### src/rtl/riscv_pkg.sv
// Shared types and constants for the RV32 fetch front-end.
// Holds the XLEN width, the queue entry layout and the default reset PC.
package riscv_pkg;

   localparam int XLEN = 32;

   localparam logic [XLEN-1:0] DEFAULT_RESET_PC = 32'h0000_0000;

   typedef struct packed {
      logic [XLEN-1:0] pc;
      logic [31:0]     instr;
   } fetch_entry_t;

   // Clears the two low address bits so fetches stay word-aligned.
   function automatic logic [XLEN-1:0] align_pc(input logic [XLEN-1:0] pc);
      return pc & ~XLEN'(3);
   endfunction

endpackage

### src/rtl/fetch_queue.sv
// Small synchronous FIFO with push, pop, flush and occupancy count.
// Used for both the instruction queue and the in-order PC tag queue.
module fetch_queue #(
   parameter int WIDTH = 64,
   parameter int DEPTH = 4
) (
   input  logic                     clk,
   input  logic                     rst,
   input  logic                     push,
   input  logic [WIDTH-1:0]         push_data,
   input  logic                     pop,
   input  logic                     flush,
   output logic [WIDTH-1:0]         head,
   output logic [$clog2(DEPTH):0]   count,
   output logic                     full,
   output logic                     empty
);

   localparam int PW = $clog2(DEPTH);

   logic [WIDTH-1:0] mem [DEPTH];
   logic [PW-1:0]    wr_ptr;
   logic [PW-1:0]    rd_ptr;
   logic             do_push;
   logic             do_pop;

   // Flush overrides both push and pop; a full queue never takes new data.
   assign do_push = push & ~flush & ~full;
   assign do_pop  = pop & ~flush & ~empty;

   assign full  = (count == (PW+1)'(DEPTH));
   assign empty = (count == '0);
   assign head  = mem[rd_ptr];

   always_ff @(posedge clk or posedge rst) begin
      if (rst) begin
         wr_ptr <= '0;
         rd_ptr <= '0;
         count  <= '0;
      end else if (flush) begin
         wr_ptr <= '0;
         rd_ptr <= '0;
         count  <= '0;
      end else begin
         if (do_push) wr_ptr <= wr_ptr + 1'b1;
         if (do_pop)  rd_ptr <= rd_ptr + 1'b1;
         unique case ({do_push, do_pop})
            2'b10:   count <= count + 1'b1;
            2'b01:   count <= count - 1'b1;
            default: count <= count;
         endcase
      end
   end

   always_ff @(posedge clk) begin
      if (do_push) mem[wr_ptr] <= push_data;
   end

   a_no_overflow: assert property (@(posedge clk) disable iff (rst)
      !(push && full && !flush));

endmodule

### src/rtl/riscv_fetch_unit.sv
// RV32 instruction fetch front-end: credit-based requests, in-order response queue, redirect flush.
// Optional FETCH_MISALIGN_CHECK_EN halts fetch on a misaligned redirect target until an aligned one.
module riscv_fetch_unit
   import riscv_pkg::*;
#(
   parameter logic [XLEN-1:0] RESET_PC    = DEFAULT_RESET_PC,
   parameter int              QUEUE_DEPTH = 4
) (
   input  logic            clk_i,
   input  logic            rst_i,
   output logic            imem_req_valid_o,
   input  logic            imem_req_ready_i,
   output logic [XLEN-1:0] imem_req_addr_o,
   input  logic            imem_rsp_valid_i,
   input  logic [31:0]     imem_rsp_data_i,
   input  logic            redirect_i,
   input  logic [XLEN-1:0] redirect_pc_i,
   output logic            instr_valid_o,
   input  logic            instr_ready_i,
   output logic [31:0]     instr_o,
   output logic [XLEN-1:0] pc_o,
   output logic            misalign_o
);

   localparam int CW = $clog2(QUEUE_DEPTH) + 1;
   localparam logic [CW:0] DEPTH_C = (CW+1)'(QUEUE_DEPTH);

   logic [XLEN-1:0] fetch_pc;
   logic [XLEN-1:0] target_pc;
   logic [CW-1:0]   outstanding;
   logic [CW-1:0]   outstanding_nxt;
   logic [CW-1:0]   drop_cnt;
   logic [CW-1:0]   instr_count;
   logic [CW-1:0]   tag_count;
   logic [CW:0]     used;
   logic            has_credit;
   logic            halted;
   logic            req_hs;
   logic            rsp_accept;
   logic            rsp_drop;
   logic            instr_pop;
   logic            instr_full;
   logic            instr_empty;
   logic            tag_full;
   logic            tag_empty;
   logic [XLEN-1:0] tag_head;
   fetch_entry_t    push_entry;
   fetch_entry_t    head_entry;

`ifdef FETCH_MISALIGN_CHECK_EN
   logic target_misaligned;

   assign target_pc         = redirect_pc_i;
   assign target_misaligned = |redirect_pc_i[1:0];

   // Sticky until the core redirects to an aligned target.
   always_ff @(posedge clk_i or posedge rst_i) begin
      if (rst_i)           halted <= 1'b0;
      else if (redirect_i) halted <= target_misaligned;
   end
`else
   assign target_pc = align_pc(redirect_pc_i);
   assign halted    = 1'b0;
`endif

   assign misalign_o = halted;

   // Entries already queued plus those still in flight bound what may be requested.
   assign used       = {1'b0, instr_count} + {1'b0, outstanding};
   assign has_credit = (used < DEPTH_C);

   assign imem_req_valid_o = has_credit & ~halted & ~rst_i;
   assign imem_req_addr_o  = fetch_pc;
   assign req_hs           = imem_req_valid_o & imem_req_ready_i;

   // A response in the redirect cycle is stale, as is any counted by drop_cnt.
   assign rsp_drop   = imem_rsp_valid_i & (redirect_i | (drop_cnt != '0));
   assign rsp_accept = imem_rsp_valid_i & ~redirect_i & (drop_cnt == '0);

   assign instr_pop = instr_valid_o & instr_ready_i;

   always_comb begin
      outstanding_nxt = outstanding;
      unique case ({req_hs, imem_rsp_valid_i})
         2'b10:   outstanding_nxt = outstanding + 1'b1;
         2'b01:   outstanding_nxt = outstanding - 1'b1;
         default: outstanding_nxt = outstanding;
      endcase
   end

   always_ff @(posedge clk_i or posedge rst_i) begin
      if (rst_i) begin
         fetch_pc    <= RESET_PC;
         outstanding <= '0;
         drop_cnt    <= '0;
      end else begin
         outstanding <= outstanding_nxt;
         if (redirect_i)  fetch_pc <= target_pc;
         else if (req_hs) fetch_pc <= fetch_pc + XLEN'(4);
         // Everything still in flight after this cycle belongs to the old path.
         if (redirect_i)    drop_cnt <= outstanding_nxt;
         else if (rsp_drop) drop_cnt <= drop_cnt - 1'b1;
      end
   end

   fetch_queue #(
      .WIDTH (XLEN),
      .DEPTH (QUEUE_DEPTH)
   ) u_tag_queue (
      .clk       (clk_i),
      .rst       (rst_i),
      .push      (req_hs & ~redirect_i),
      .push_data (fetch_pc),
      .pop       (rsp_accept),
      .flush     (redirect_i),
      .head      (tag_head),
      .count     (tag_count),
      .full      (tag_full),
      .empty     (tag_empty)
   );

   assign push_entry = {tag_head, imem_rsp_data_i};

   fetch_queue #(
      .WIDTH ($bits(fetch_entry_t)),
      .DEPTH (QUEUE_DEPTH)
   ) u_instr_queue (
      .clk       (clk_i),
      .rst       (rst_i),
      .push      (rsp_accept),
      .push_data (push_entry),
      .pop       (instr_pop),
      .flush     (redirect_i),
      .head      (head_entry),
      .count     (instr_count),
      .full      (instr_full),
      .empty     (instr_empty)
   );

   // Outputs read as zero whenever the queue holds nothing.
   assign instr_valid_o = ~instr_empty;
   assign instr_o       = instr_empty ? 32'h0 : head_entry.instr;
   assign pc_o          = instr_empty ? '0 : head_entry.pc;

   a_rsp_expected: assert property (@(posedge clk_i) disable iff (rst_i)
      !(imem_rsp_valid_i && (outstanding == '0)));
   a_tag_present: assert property (@(posedge clk_i) disable iff (rst_i)
      !(rsp_accept && tag_empty));
   a_tag_room: assert property (@(posedge clk_i) disable iff (rst_i)
      !(req_hs && !redirect_i && tag_full));
   a_tags_bounded: assert property (@(posedge clk_i) disable iff (rst_i)
      tag_count <= outstanding);
   a_instr_room: assert property (@(posedge clk_i) disable iff (rst_i)
      !(rsp_accept && instr_full));

endmodule

### config.mk
export PLATFORM = sky130hd
export DESIGN_NAME = riscv_fetch_unit
export DESIGN_NICKNAME = d
export VERILOG_FILES = /design/src/rtl/riscv_pkg.sv /design/src/rtl/fetch_queue.sv /design/src/rtl/riscv_fetch_unit.sv
export SDC_FILE = /design/constraint.sdc
export NUM_CORES = 1
export LEC_CHECK = 0
export ABC_AREA = 1
export BUFFER_PORTS_ARGS = -buffer_cell sky130_fd_sc_hd__buf_2
export CORE_MARGIN = 2
export CORE_UTILIZATION = 45
export DETAILED_ROUTE_END_ITERATION = 7
export GPL_TIMING_DRIVEN = 0
export PLACE_DENSITY_LB_ADDON = 0.25
export SYNTH_ARGS = -nofsm -noshare
export SYNTH_HDL_FRONTEND = slang
export SYNTH_HIERARCHICAL = 1
export SYNTH_SLANG_ARGS = --single-unit
### constraint.sdc
create_clock -name clk_i -period 4.7 [get_ports clk_i]
set_input_delay 0.705 -clock clk_i [delete_from_list [all_inputs] [get_ports clk_i]]
set_output_delay 0.705 -clock clk_i [all_outputs]
set_load 0.01 [all_outputs]
Yosys cells after proc, flatten, opt, wreduce, memory -nomap -nowiden --
Memories as Yosys holds them, arrays and structs flattened. Index checks and enable logic that the tools add are counted.
Word-level totals: output and inout port bits 99, latch bits 0, memories kept 2, bits in registers 52, ROM bits 0, bits of input ports 70, logic and storage cells 89, memory bits (writable) 384
Memory list:
- u_instr_queue.mem | depth 4, width 64, rd ports 1, clocked after memory_dff 0, wr ports 1, RTL line fetch_queue.sv:21 | logic [WIDTH-1:0] mem [DEPTH];
- u_tag_queue.mem | depth 4, width 32, rd ports 1, clocked after memory_dff 0, wr ports 1, RTL line fetch_queue.sv:21
Operators by class: eq/ne operators 8, shift operators 0, divide/modulo/power cells 0, reductions and logical operators 12, add/sub/neg operators 13, $mul 0, bitwise logic cells 21, $lt $le $gt $ge 1, muxes and demuxes 23
Operators with widths (count):
- 32-bit 2-to-1 mux | 4
- 32-bit by 3-bit adder with 32-bit output (second input constant) | 1
- 3-bit one-hot mux with 2 select lines | 3
- 2-bit 2-to-1 mux | 8
- 1-bit AND | 14
- 3-bit 2-to-1 mux | 4
- 2-bit nonzero test | 6
- 3-bit by 1-bit subtractor with 3-bit output (second input constant) | 4
- 3-bit by 1-bit adder with 3-bit output (second input constant) | 3
- 3-bit zero test | 3
- 3-bit nonzero test | 3
- 2-bit by 1-bit adder with 2-bit output (second input constant) | 4
- 2-bit by 1-bit equality test with 1-bit output (second input constant) | 3
- 2-bit equality test (second input constant) | 3
- 3-bit equality test (second input constant) | 2
- 1-bit inverter | 6
- 3-bit by 3-bit adder with 4-bit output | 1
- 4-bit by 3-bit < comparator with 1-bit output (second input constant) | 1
- 1-bit 2-to-1 mux | 4
- 1-bit OR | 1

Depth between registers and ports, before layout --
Gate-level depths: netlist (run 1).
depth in word-level cells 10, depth in mapped cells 17, mapped depth without buffers 16

Hierarchy --
Netlist (run 1), hierarchy kept.
By module, submodules not included:
- fetch_queue at u_instr_queue | area an instance 9929.5 um2, cells an instance 686, seq. area each 7862.5 um2, times used 1
- fetch_queue at u_tag_queue | area an instance 5226.3 um2, cells an instance 377, seq. area each 4018.9 um2, times used 1
- riscv_fetch_unit | area an instance 3228.1 um2, cells an instance 555, seq. area each 900.9 um2, times used 1

Worst setup path after synthesis (run 1) --
Ideal clock, no wire load.
kind input to register, from in redirect_i, to mem u_instr_queue.mem[0][0] (enable), library setup time 0.486 ns, required time 4.214 ns, stages 8, buffers on the path 1, setup slack 0.015 ns, arrival time 4.199 ns, cells stage by stage buf_2 inv_2 nand2_1 nor2_1 inv_1 nor2_2 nand2_4 nor2_1
Between the ends: cells in the longest elaborated chain, start to end 7
RTL lines:
- from (decl) | RTL line riscv_fetch_unit.sv:16 | input logic redirect_i,
- 1-bit inverter | RTL line riscv_fetch_unit.sv:78 | assign rsp_accept = imem_rsp_valid_i & ~redirect_i & (drop_cnt == '0);
- 1-bit AND (2 in a row) | RTL line riscv_fetch_unit.sv:78
- via rsp_accept | RTL line riscv_fetch_unit.sv:39 | logic rsp_accept;
- 1-bit AND (2 in a row) | RTL line fetch_queue.sv:28 | assign do_push = push & ~flush & ~full;
- 1-bit 2-to-1 mux | RTL line fetch_queue.sv:56 | if (do_push) mem[wr_ptr] <= push_data;
- 1-bit 2-to-1 mux (implied by the code) | RTL line fetch_queue.sv:56
- to (decl) | RTL line fetch_queue.sv:21
The timed path passes the listed nets, and every way through them passes these cells.

Worst setup path in the final report (run 1) --
from reg u_instr_queue.count[1], to out pc_o[29]
Between the ends: cells in the longest elaborated chain, start to end 2
RTL lines:
- from (decl) | RTL line fetch_queue.sv:14 | output logic [$clog2(DEPTH):0] count,
- from (signal assigned) | RTL line fetch_queue.sv:48 | 2'b10: count <= count + 1'b1;
- from (signal assigned) | RTL line fetch_queue.sv:49 | 2'b01: count <= count - 1'b1;
- from (signal assigned) | RTL line fetch_queue.sv:50 | default: count <= count;
- 3-bit zero test | RTL line fetch_queue.sv:32 | assign empty = (count == '0);
- via instr_empty | RTL line riscv_fetch_unit.sv:43 | logic instr_empty;
- 32-bit 2-to-1 mux | RTL line riscv_fetch_unit.sv:143 | assign pc_o = instr_empty ? '0 : head_entry.pc;
- to (decl) | RTL line riscv_fetch_unit.sv:21 | output logic [XLEN-1:0] pc_o,
The timed path passes the listed nets, and every way through them passes these cells.

==> load_flow_metrics.sql, run 1 <==
INSERT INTO impl_metrics (metric_group, metric, value, unit) VALUES
('critical_path', 'critical_path.startpoint_type', 'flip-flop', ''),
('timing', 'final_hold_viol_count', '0', ''),
('final_layout', 'post_route_cells_drive_above_1_share', '0.169', ''),
('global_routing', 'grt_overflow_total', '0', ''),
('pwr', 'power_frac_clock', '0.325', ''),
('clock_network', 'cts_setup_buffers', '0', ''),
('clock_network', 'cts_tree', 'built', ''),
('drt', 'avgViaCountPerCell', '5.22', ''),
('drt', 'drt_pre_antenna_iters', '6', ''),
('global_routing', 'met1_usage', '0.287', ''),
('timing', 'finalHoldWorstSlack', '0.122', 'ns'),
('critical_path', 'crit_type', 'reg -> out', ''),
('global_routing', 'grt_max_degree', '37', ''),
('placed_design', 'globalplace.congestion', '0.852', ''),
('job', 'cap_viol_max_count', '0', ''),
('logic_synthesis', 'syn_area_per_cell', '11.4', 'um2'),
('timing', 'fin_crit_sh', '0.790', ''),
('drt', 'remaining_drc_errors', '0', ''),
('placed_design', 'pre_cts_ws', '1.25', 'ns'),
('critical_path', 'critical_path_required', '3.99', 'ns'),
('clock_network', 'htree_levels', '2', ''),
('min_path', 'min_path_type', 'in -> async', ''),
('timing', 'post-route-worst-setup-slack', '0.989', 'ns'),
('final_layout', 'finalNetCount', '1936', ''),
('global_routing', 'grt_pass1_wl', '67100', 'um'),
('timing', 'setup_repair_after_global_routing_missed_its_margin', 'false', ''),
('drt', 'wire_per_inst', '18.2', 'um'),
('timing', 'clock-skew-final', '0.0178', 'ns'),
('pwr', 'power.share.combinational', '0.234', ''),
('placed_design', 'portBuffers', '163', ''),
('critical_path', 'worstPathArrival', '3.01', 'ns'),
('timing', 'setup_tns', '0', 'ns'),
('pwr', 'power_share_of_the_sequential_group', '0.442', ''),
('clock_network', 'numClockSinks', '434', ''),
('clock_network', 'cts.path.max_buffers', '3', ''),
('global_routing', 'grt_usage', '0.208', ''),
('floorplan', 'fp.dieArea', '0.0425', 'mm2'),
('clock_network', 'cts_buffers', '45', ''),
('critical_path', 'timing.critical_path.to_type', 'output pin', ''),
('status', 'run_status', 'completed', ''),
('drt', 'route.final.wire_length', '43900', 'um'),
('clock_network', 'insertion_delay', '0.57', 'ns'),
('clock_network', 'cts.hold.buffers_added', '0', ''),
('placed_design', 'detailed_place.area', '0.0203', 'mm2'),
('timing', 'final-setup-viol-count', '0', ''),
('clock_network', 'cts_resized', '0', ''),
('placed_design', 'detailedPlacementHpwl', '29600', 'um'),
('timing', 'slew_violations', '0', ''),
('drt', 'antenna_left', '0', ''),
('pwr', 'cellLeakagePower', '8.38', 'nW'),
('global_routing', 'gr-usage-met3', '0.0322', ''),
('floorplan', 'number_of_placement_rows', '74', ''),
('timing', 'finalCriticalPeriod', '3.71', 'ns'),
('logic_synthesis', 'post_synth_instance_area', '0.0184', 'mm2'),
('clock_network', 'path_clk_slew', '0.06', 'ns'),
('floorplan', 'initial_core_util', '0.453', ''),
('final_layout', 'leading_cell_type_in_the_layout_fill_and_taps_excluded', 'sky130_fd_sc_hd__edfxtp_1', ''),
('floorplan', 'placeableCoreArea', '0.0406', 'mm2'),
('timing', 'maxClockFrequency', '0.269', 'GHz'),
('final_layout', 'layout_common_cells', 'sky130_fd_sc_hd__edfxtp_1 (384), sky130_fd_sc_hd__nor2_1 (309), sky130_fd_sc_hd__nand2_1 (195)', ''),
('drt', 'total_number_of_vias', '12618', ''),
('pwr', 'power.net_switching', '3.29', 'mW'),
('logic_synthesis', 'synthCells', '1615', ''),
('timing', 'max_slew.worst_pin.slew', '0.925', 'ns'),
('final_layout', 'layout_cells_excl_fill', '2416', ''),
('placed_design', 'place_inst', '2334', ''),
('global_routing', 'groute.layer.met2.usage', '0.338', ''),
('logic_synthesis', 'synth-warning-count', '6', ''),
('final_layout', 'final_cell_area', '0.0217', 'mm2'),
('drt', 'drt_first_iter_violations', '996', ''),
('floorplan', 'pin_count', '169', '');
==> layer usage <==
metal / vias to the layer above / wire, um / share of wire
met4: 0 / 1130 / 0.026
met1: 6047 / 19300 / 0.44
met5: - / 0 / 0
met3: 71 / 2720 / 0.062
li1: 6064 / - / -
met2: 436 / 20700 / 0.47
==> registers in the layout (all words and copies together) (netlist names) <==
| name | cells |
|---|---|
| u_tag_queue/mem | 128 |
| drop_cnt | 3 |
| u_tag_queue/rd_ptr | 2 |
| imem_req_addr_o | 30 |
| outstanding | 3 |
| u_instr_queue/wr_ptr | 2 |
| u_instr_queue/mem | 256 |
| u_tag_queue/count | 3 |
| u_instr_queue/count | 3 |
| u_instr_queue/rd_ptr | 2 |
| u_tag_queue/wr_ptr | 2 |
==> critical path: stages, from the launching register on <==
cell and delay, ns:
sky130_fd_sc_hd__dfrtp_1 0.45, sky130_fd_sc_hd__nor2_2 0.22, sky130_fd_sc_hd__nand2_1 0.14, sky130_fd_sc_hd__inv_1 0.16, sky130_fd_sc_hd__clkbuf_1 0.60, sky130_fd_sc_hd__clkbuf_1 0.49
sky130_fd_sc_hd__nor2_1 0.18, sky130_fd_sc_hd__buf_2 0.19
==> power groups by stage <==
stage	sequential (mW)	combinational [mW]	clock [mW]
finish	4.66	2.47	3.43
global route	4.69	2.77	3.65
CTS	4.66	2.50	3.51
detailed placement	4.74	2.49	0
global placement	4.74	2.43	0
floorplan	4.68	1.50	0
==> path summary, 6_finish.rpt <==
kind | from | to | slack [ns] | depth (start not counted)
max in group asynchronous | rst_i | imem_req_addr_o[16]$_DFFE_PP0N_ | 3.82 | 2
max | u_instr_queue/count[1]$_DFFE_PP0P_ | pc_o[29] | 0.99 | 7
max reg2reg | u_instr_queue/count[2]$_DFFE_PP0P_ | u_tag_queue/count[2]$_DFFE_PP0P_ | 1.48 | 17
min reg2reg | outstanding[2]$_DFF_PP0_ | outstanding[2]$_DFF_PP0_ | 0.52 | 1
min | rst_i | u_tag_queue/rd_ptr[1]$_DFFE_PP0P_ | 0.12 | 2
min in group clk_i | imem_rsp_data_i[0] | u_instr_queue/mem[3][0]$_DFFE_PP_ | 0.35 | 1
==> layout make-up <==
type                    count  area (um2)  share of cell area
flip-flops and latches    434       12800               0.589
inverters                 144         543              0.0250
multi-input cells         967        4710               0.217
clock inverters            13         170             0.00784
well taps                 532         666              0.0307
repair buffers            177        1160              0.0536
plain buffers              80         435              0.0201
clock buffers              69        1250              0.0574
No activity file was read; power rests on OpenSTA's default activity.
==> inputs of run 2 (changes only) <==
Settings changed: ABC_AREA 1 to 0.
Clock period 4.7 ns to 3.6 ns, I/O delays scaled along.
==> load_flow_metrics.sql, run 2 <==
INSERT INTO impl_metrics (metric_group, metric, value, unit) VALUES
('status', 'run_status', 'completed', ''),
('timing', 'fin_crit_sh', '0.935', ''),
('logic_synthesis', 'synth.most_common_cell', 'sky130_fd_sc_hd__edfxtp_1', ''),
('pwr', 'p_int', '8.78', 'mW'),
('critical_path', 'critical_path.startpoint_type', 'flip-flop', ''),
('pwr', 'cellLeakagePower', '7.21', 'nW'),
('placed_design', 'portBuffers', '163', ''),
('final_layout', 'registers.top_by_ff_count', 'u_instr_queue/mem', ''),
('logic_synthesis', 'postSynthRegisterBits', '434', ''),
('critical_path', 'crit_type', 'reg -> out', ''),
('floorplan', 'initial_core_util', '0.456', ''),
('pwr', 'power.share.combinational', '0.051', ''),
('global_routing', 'grt_max_degree', '52', ''),
('timing', 'post-route-worst-setup-slack', '0.235', 'ns'),
('clock_network', 'path_clk_slew', '0.06', 'ns'),
('clock_network', 'cts.path.max_buffers', '3', ''),
('floorplan', 'floorplan.die.height', '202', 'um'),
('placed_design', 'globalplace.congestion', '0.770', ''),
('critical_path', 'critical_path_required', '3.06', 'ns'),
('final_layout', 'final_cell_area', '0.0208', 'mm2'),
('placed_design', 'detailedPlacementHpwl', '22100', 'um'),
('global_routing', 'grt_pass1_wl', '53000', 'um'),
('placed_design', 'detailed_place.area', '0.0193', 'mm2'),
('placed_design', 'place_inst', '1631', ''),
('logic_synthesis', 'yosysTopAreaCell', 'sky130_fd_sc_hd__edfxtp_1', ''),
('final_layout', 'num_antenna_cells', '0', ''),
('drt', 'drt_first_iter_violations', '608', ''),
('drt', 'antenna_left', '0', ''),
('logic_synthesis', 'post-synth-top-area-fraction', '0.652', ''),
('final_layout', 'layout_cells_excl_fill', '1715', ''),
('logic_synthesis', 'synth_async_sr_flop_share', '0.115', ''),
('logic_synthesis', 'synth-warning-count', '6', ''),
('global_routing', 'grt_usage', '0.170', ''),
('critical_path', 'worstPathArrival', '2.82', 'ns'),
('job', 'cap_viol_max_count', '0', ''),
('pwr', 'power_frac_clock', '0.431', ''),
('logic_synthesis', 'synth-main-ff-cell', 'sky130_fd_sc_hd__edfxtp_1', ''),
('timing', 'finalCriticalPeriod', '3.36', 'ns'),
('timing', 'max_slew.worst_pin.slew', '0.806', 'ns'),
('clock_network', 'htree_levels', '2', ''),
('critical_path', 'timing.critical_path.to_type', 'output pin', ''),
('timing', 'slew_headroom', '0.457', ''),
('timing', 'final_hold_viol_count', '0', ''),
('timing', 'clock-skew-final', '0.0254', 'ns'),
('final_layout', 'filler_cell_count', '3135', ''),
('clock_network', 'cts_root_buf', 'sky130_fd_sc_hd__clkbuf_16', ''),
('final_layout', 'relative_area_change_from_synthesis_to_final_layout', '17.9', '%'),
('logic_synthesis', 'seq_area_frac_synth', '0.723', ''),
('logic_synthesis', 'synthCells', '936', ''),
('logic_synthesis', 'syn_area_per_cell', '18.9', 'um2'),
('pwr', 'power.density_cell_area', '533', 'mW/mm2'),
('final_layout', 'layout_common_cells', 'sky130_fd_sc_hd__edfxtp_1 (384), sky130_fd_sc_hd__buf_2 (178), sky130_fd_sc_hd__mux4_2 (72)', ''),
('final_layout', 'post_route_cells_drive_above_1_share', '0.309', ''),
('timing', 'final-setup-viol-count', '0', ''),
('pwr', 'netSwitchingFraction', '0.209', ''),
('timing', 'maxClockFrequency', '0.297', 'GHz'),
('floorplan', 'fp.dieArea', '0.0409', 'mm2'),
('drt', 'total_number_of_vias', '9025', ''),
('floorplan', 'pin_count', '169', ''),
('logic_synthesis', 'synth_top_cells_by_count', 'sky130_fd_sc_hd__edfxtp_1 (384), sky130_fd_sc_hd__mux4_2 (72), sky130_fd_sc_hd__nor2b_1 (65)', ''),
('final_layout', 'finalCoreUtilization', '0.538', ''),
('pwr', 'largest_voltage_drop_on_the_vdd_net', '0.305', 'mV'),
('final_layout', 'largest_register_ffs', '256', ''),
('drt', 'route.final.wire_length', '34600', 'um'),
('pwr', 'power.net_switching', '2.32', 'mW'),
('drt', 'avgViaCountPerCell', '5.26', ''),
('clock_network', 'cts_buffers', '45', ''),
('floorplan', 'die_width', '202', 'um'),
('clock_network', 'numClockSinks', '434', ''),
('logic_synthesis', 'count_of_unique_library_cells_instantiated_by_yosys', '60', ''),
('final_layout', 'finalNetCount', '1248', ''),
('drt', 'remaining_drc_errors', '0', ''),
('pwr', 'power_share_of_the_sequential_group', '0.518', ''),
('global_routing', 'grt_antenna_before_repair', '0', ''),
('floorplan', 'placeableCoreArea', '0.0387', 'mm2'),
('global_routing', 'vias_in_the_first_global_route', '9113', ''),
('logic_synthesis', 'post_synth_instance_area', '0.0177', 'mm2'),
('clock_network', 'cts_tree', 'built', ''),
('critical_path', 'path_max_fanout', '10', ''),
('timing', 'slew_violations', '0', ''),
('timing', 'setup_repair_after_global_routing_missed_its_margin', 'false', ''),
('drt', 'wire_per_inst', '20.1', 'um'),
('final_layout', 'leading_cell_type_in_the_layout_fill_and_taps_excluded', 'sky130_fd_sc_hd__edfxtp_1', ''),
('floorplan', 'number_of_placement_rows', '72', ''),
('drt', 'drt_pre_antenna_iters', '5', ''),
('logic_synthesis', 'synth_top_cells_by_area', 'sky130_fd_sc_hd__edfxtp_1 (65%), sky130_fd_sc_hd__mux4_2 (9.2%), sky130_fd_sc_hd__dfrtp_1 (7.1%), sky130_fd_sc_hd__mux4_1 (3.6%), sky130_fd_sc_hd__nor2b_1 (2.3%)', ''),
('logic_synthesis', 'synth_edf_count', '384', ''),
('placed_design', 'pre_cts_ws', '-0.0913', 'ns'),
('timing', 'setup_tns', '0', 'ns'),
('global_routing', 'grt_overflow_total', '0', ''),
('min_path', 'min_path_type', 'in -> reg', ''),
('clock_network', 'insertion_delay', '0.57', 'ns');
[run 2: power by group through the flow]
stage          combinational (mW)  sequential (mW)  clock, mW
3_5_place_dp                0.573             5.86          0
3_3_place_gp                0.551             5.85          0
2_1_floorplan               0.353             5.82          0
6_report                    0.571             5.75       4.78
5_1_grt                     0.642             5.77       5.09
4_1_cts                     0.578             5.75       4.90
[run 2: layer usage]
metal  vias up  GRT usage  routed length, um
li1       4123          -                  -
met1      4600      0.242              15700
met2       250      0.267              16300
met3        52     0.0327               1870
met4         0     0.0558                738
met5         -          0                  0
[run 2: final timing paths]
kind / end / slack (ns) / start / cells after the start
min in group asynchronous: u_instr_queue/rd_ptr[1]$_DFFE_PP0P_ / 0.54 / rst_i / 3
max reg2reg: u_tag_queue/mem[0][6]$_DFFE_PP_ / 0.26 / u_instr_queue/count[1]$_DFFE_PP0P_ / 9
max in group asynchronous: imem_req_addr_o[10]$_DFFE_PP0N_ / 2.35 / rst_i / 3
min reg2reg: outstanding[2]$_DFF_PP0_ / 0.52 / outstanding[2]$_DFF_PP0_ / 1
max: pc_o[11] / 0.24 / u_instr_queue/count[1]$_DFFE_PP0P_ / 6
min: u_instr_queue/mem[0][6]$_DFFE_PP_ / 0.18 / imem_rsp_data_i[6] / 1
[run 2: through the flow]
stage	power [mW]	hold WS, ns
after floorplan	6.17	0.343
after global placement	6.40	0.521
after detailed placement	6.43	0.510
after CTS	11.2	0.152
after global routing	11.5	0.167
final	11.1	0.183
[run 2: final cells by class]
class / count / area (um2) / share of cell area
inverters: 21 / 78.8 / 0.00378
repair buffers: 168 / 936 / 0.0449
clock buffers: 59 / 1190 / 0.0570
clock inverters: 24 / 337 / 0.0162
well taps: 518 / 648 / 0.0311
plain buffers: 53 / 340 / 0.0163
multi-input cells: 438 / 4530 / 0.217
flip-flops and latches: 434 / 12800 / 0.613
[run 2: timing repair]
action	CTS	global route
hold buffers	1	0
buffers inserted	0	0
pin swaps	0	2
gates cloned	0	0
hold endpoints to repair	14	0
gates resized for setup	5	3
endpoints found under the setup margin	168	131
[run 2: critical path, cell delays in order (launching register included)]
cell,delay [ns]
sky130_fd_sc_hd__dfrtp_1,0.50
sky130_fd_sc_hd__buf_6,0.20
sky130_fd_sc_hd__nor3_1,0.40
sky130_fd_sc_hd__clkbuf_2,0.45
sky130_fd_sc_hd__clkbuf_1,0.42
sky130_fd_sc_hd__nor2b_1,0.12
sky130_fd_sc_hd__buf_2,0.16
[run 2: kinds of logic (layout without fill, tap and decap cells)]
group | count (synthesis) | count (layout) | share of synthesized area
other | 1 | 11 | 0.000212
multiplexers | 100 | 100 | 0.130
AO/OA/AOI/OAI | 62 | 62 | 0.0201
buffers and inverters | 74 | 325 | 0.0236
XOR/XNOR | 40 | 40 | 0.0198
flip-flops | 434 | 434 | 0.723
adder cells (fa/ha/maj) | 17 | 17 | 0.0133
AND/OR/NAND/NOR | 208 | 208 | 0.0698
==> inputs of run 3 (changes only) <==
Settings changed: MAX_ROUTING_LAYER set to met4.
==> load_flow_metrics.sql, run 3 (same netlist as run 2, synthesis figures left out) <==
INSERT INTO impl_metrics (metric_group, metric, value, unit) VALUES
('status', 'run_status', 'completed', ''),
('pwr', 'power.share.combinational', '0.051', ''),
('timing', 'fin_crit_sh', '0.931', ''),
('timing', 'finalCriticalPeriod', '3.35', 'ns'),
('clock_network', 'path_clk_slew', '0.06', 'ns'),
('pwr', 'power_frac_clock', '0.430', ''),
('clock_network', 'cts_buffers', '45', ''),
('critical_path', 'worst_path_max_delay_cell', 'sky130_fd_sc_hd__dfrtp_1', ''),
('pwr', 'power_share_of_the_sequential_group', '0.518', ''),
('drt', 'avgViaCountPerCell', '5.25', ''),
('drt', 'remaining_drc_errors', '0', ''),
('critical_path', 'critical_path.max_stage_delay', '0.50', 'ns'),
('clock_network', 'insertion_delay', '0.57', 'ns'),
('critical_path', 'worstPathCellList', 'buf_6 -> nor3_1 -> clkbuf_2 -> clkbuf_1 -> nor2b_1 -> buf_2', ''),
('pwr', 'cellLeakagePower', '7.21', 'nW'),
('critical_path', 'critical_path_required', '3.06', 'ns'),
('final_layout', 'num_antenna_cells', '0', ''),
('floorplan', 'initial_core_util', '0.456', ''),
('final_layout', 'post_route_cells_drive_above_1_share', '0.309', ''),
('critical_path', 'timing.critical_path.to_type', 'output pin', ''),
('final_layout', 'layout_common_cells', 'sky130_fd_sc_hd__edfxtp_1 (384), sky130_fd_sc_hd__buf_2 (178), sky130_fd_sc_hd__mux4_2 (72)', ''),
('timing', 'final_hold_viol_count', '0', ''),
('clock_network', 'cts.path.max_buffers', '3', ''),
('floorplan', 'number_of_placement_rows', '72', ''),
('critical_path', 'crit_type', 'reg -> out', ''),
('final_layout', 'finalCoreUtilization', '0.538', ''),
('final_layout', 'finalNetCount', '1248', ''),
('critical_path', 'crit_buf_inv', '4', ''),
('global_routing', 'vias_in_the_first_global_route', '9122', ''),
('drt', 'drt_pre_antenna_iters', '5', ''),
('final_layout', 'layout_cells_excl_fill', '1715', ''),
('global_routing', 'busiest_layer', 'met2', ''),
('critical_path', 'worstPathArrival', '2.81', 'ns'),
('critical_path', 'critical_path.startpoint_type', 'flip-flop', ''),
('final_layout', 'largest_register_ffs', '256', ''),
('placed_design', 'detailedPlacementHpwl', '22100', 'um'),
('job', 'cap_viol_max_count', '0', ''),
('timing', 'slew_violations', '0', ''),
('timing', 'clock-skew-final', '0.0247', 'ns'),
('floorplan', 'pin_count', '169', ''),
('global_routing', 'met1_usage', '0.242', ''),
('critical_path', 'cp_top_family', 'buffers and inverters', ''),
('timing', 'slew_headroom', '0.458', ''),
('final_layout', 'leading_cell_type_in_the_layout_fill_and_taps_excluded', 'sky130_fd_sc_hd__edfxtp_1', ''),
('timing', 'final-setup-viol-count', '0', ''),
('clock_network', 'cts_tree', 'built', ''),
('drt', 'antenna_left', '0', ''),
('global_routing', 'groute.layer.met2.usage', '0.267', ''),
('final_layout', 'registers.top_by_ff_count', 'u_instr_queue/mem', ''),
('timing', 'setup_repair_after_global_routing_missed_its_margin', 'false', ''),
('global_routing', 'gr-usage-met3', '0.0318', ''),
('floorplan', 'floorplan.die.height', '202', 'um'),
('clock_network', 'htree_levels', '2', ''),
('pwr', 'largest_voltage_drop_on_the_vdd_net', '0.303', 'mV'),
('placed_design', 'portBuffers', '163', ''),
('placed_design', 'place_inst', '1631', ''),
('timing', 'setup_tns', '0', 'ns'),
('drt', 'drt_first_iter_violations', '600', ''),
('clock_network', 'cts_root_buf', 'sky130_fd_sc_hd__clkbuf_16', ''),
('global_routing', 'grt_usage', '0.175', ''),
('drt', 'route.final.wire_length', '34500', 'um'),
('global_routing', 'grt_overflow_total', '0', ''),
('timing', 'maxClockFrequency', '0.298', 'GHz'),
('pwr', 'power.net_switching', '2.32', 'mW'),
('clock_network', 'numClockSinks', '434', ''),
('global_routing', 'grt_pass1_wl', '53000', 'um'),
('placed_design', 'globalplace.congestion', '0.783', ''),
('global_routing', 'grt_max_degree', '52', ''),
('timing', 'max_slew.worst_pin.slew', '0.806', 'ns'),
('floorplan', 'fp.dieArea', '0.0409', 'mm2'),
('critical_path', 'path_max_fanout', '10', ''),
('final_layout', 'relative_area_change_from_synthesis_to_final_layout', '17.9', '%'),
('pwr', 'p_int', '8.78', 'mW'),
('drt', 'wire_per_inst', '20.1', 'um'),
('global_routing', 'grt_antenna_before_repair', '0', ''),
('pwr', 'netSwitchingFraction', '0.209', ''),
('pwr', 'power.density_cell_area', '533', 'mW/mm2'),
('drt', 'total_number_of_vias', '9006', ''),
('floorplan', 'die_width', '202', 'um'),
('min_path', 'min_path_type', 'in -> reg', ''),
('floorplan', 'placeableCoreArea', '0.0387', 'mm2');
## run 3: cell counts in the layout (fill, tap and decap cells not counted)
No cell type changed its count.
## run 3: area by class of cell
type	count	area (um2)
tap	518	648
multi-input combinational	438	4530
timing repair buffer	168	936
clock inverter	24	337
fill	3135	17900
inverter	21	78.8
sequential	434	12800
buffer	53	340
clock buffer	59	1190
## run 3: layer usage
layer	wire length (um)	part of all wire
met1	15800	0.46
met2	16200	0.47
met3	1780	0.052
met4	745	0.022
met5	0	0
## run 3: through the flow
step	instance area [um2]	setup WS (ns)	hold WS, ns	power, mW
global placement	19200	-0.722	0.521	6.40
CTS	20800	0.00332	0.152	11.2
finish	20800	0.249	0.183	11.1
floorplan	17700	0.509	0.343	6.17
detailed placement	19300	-0.0913	0.510	6.43
global route	20800	0.0238	0.167	11.5
## run 3: worst paths after layout
| path | startpoint | endpoint | slack, ns | cells past startpoint |
|---|---|---|---|---|
| max | u_instr_queue/count[1]$_DFFE_PP0P_ | pc_o[11] | 0.25 | 6 |
| min | imem_rsp_data_i[6] | u_instr_queue/mem[0][6]$_DFFE_PP_ | 0.18 | 1 |
| max reg2reg | u_instr_queue/count[1]$_DFFE_PP0P_ | u_tag_queue/mem[0][6]$_DFFE_PP_ | 0.27 | 9 |
| min reg2reg | outstanding[2]$_DFF_PP0_ | outstanding[2]$_DFF_PP0_ | 0.53 | 1 |
| max in group asynchronous | rst_i | imem_req_addr_o[10]$_DFFE_PP0N_ | 2.37 | 3 |
| min in group asynchronous | rst_i | u_instr_queue/count[1]$_DFFE_PP0P_ | 0.54 | 3 |
## run 3: worst register-to-register path: stages, from the launching register on
cell	delay, ns
sky130_fd_sc_hd__dfrtp_1	0.50
sky130_fd_sc_hd__ha_1	0.24
sky130_fd_sc_hd__or4_4	0.56
sky130_fd_sc_hd__nor2_2	0.18
sky130_fd_sc_hd__nand2_1	0.17
sky130_fd_sc_hd__nor2_1	0.13
sky130_fd_sc_hd__buf_4	0.17
sky130_fd_sc_hd__inv_1	0.10
sky130_fd_sc_hd__nor3_4	0.33
sky130_fd_sc_hd__and2_4	0.55
## run 3: power by group through the flow
stage	Combinational (mW)	Sequential, mW	Clock, mW
finish	0.571	5.75	4.78
global route	0.642	5.77	5.08
CTS	0.578	5.75	4.90
detailed placement	0.573	5.86	0
global placement	0.551	5.85	0
floorplan	0.353	5.82	0
## run 3: what timing repair did
item	CTS	global route
gates resized for setup	5	3
buffers inserted	0	0
pin swaps	0	2
endpoints found under the setup margin	168	132
hold endpoints to repair	14	0
hold buffers	1	0
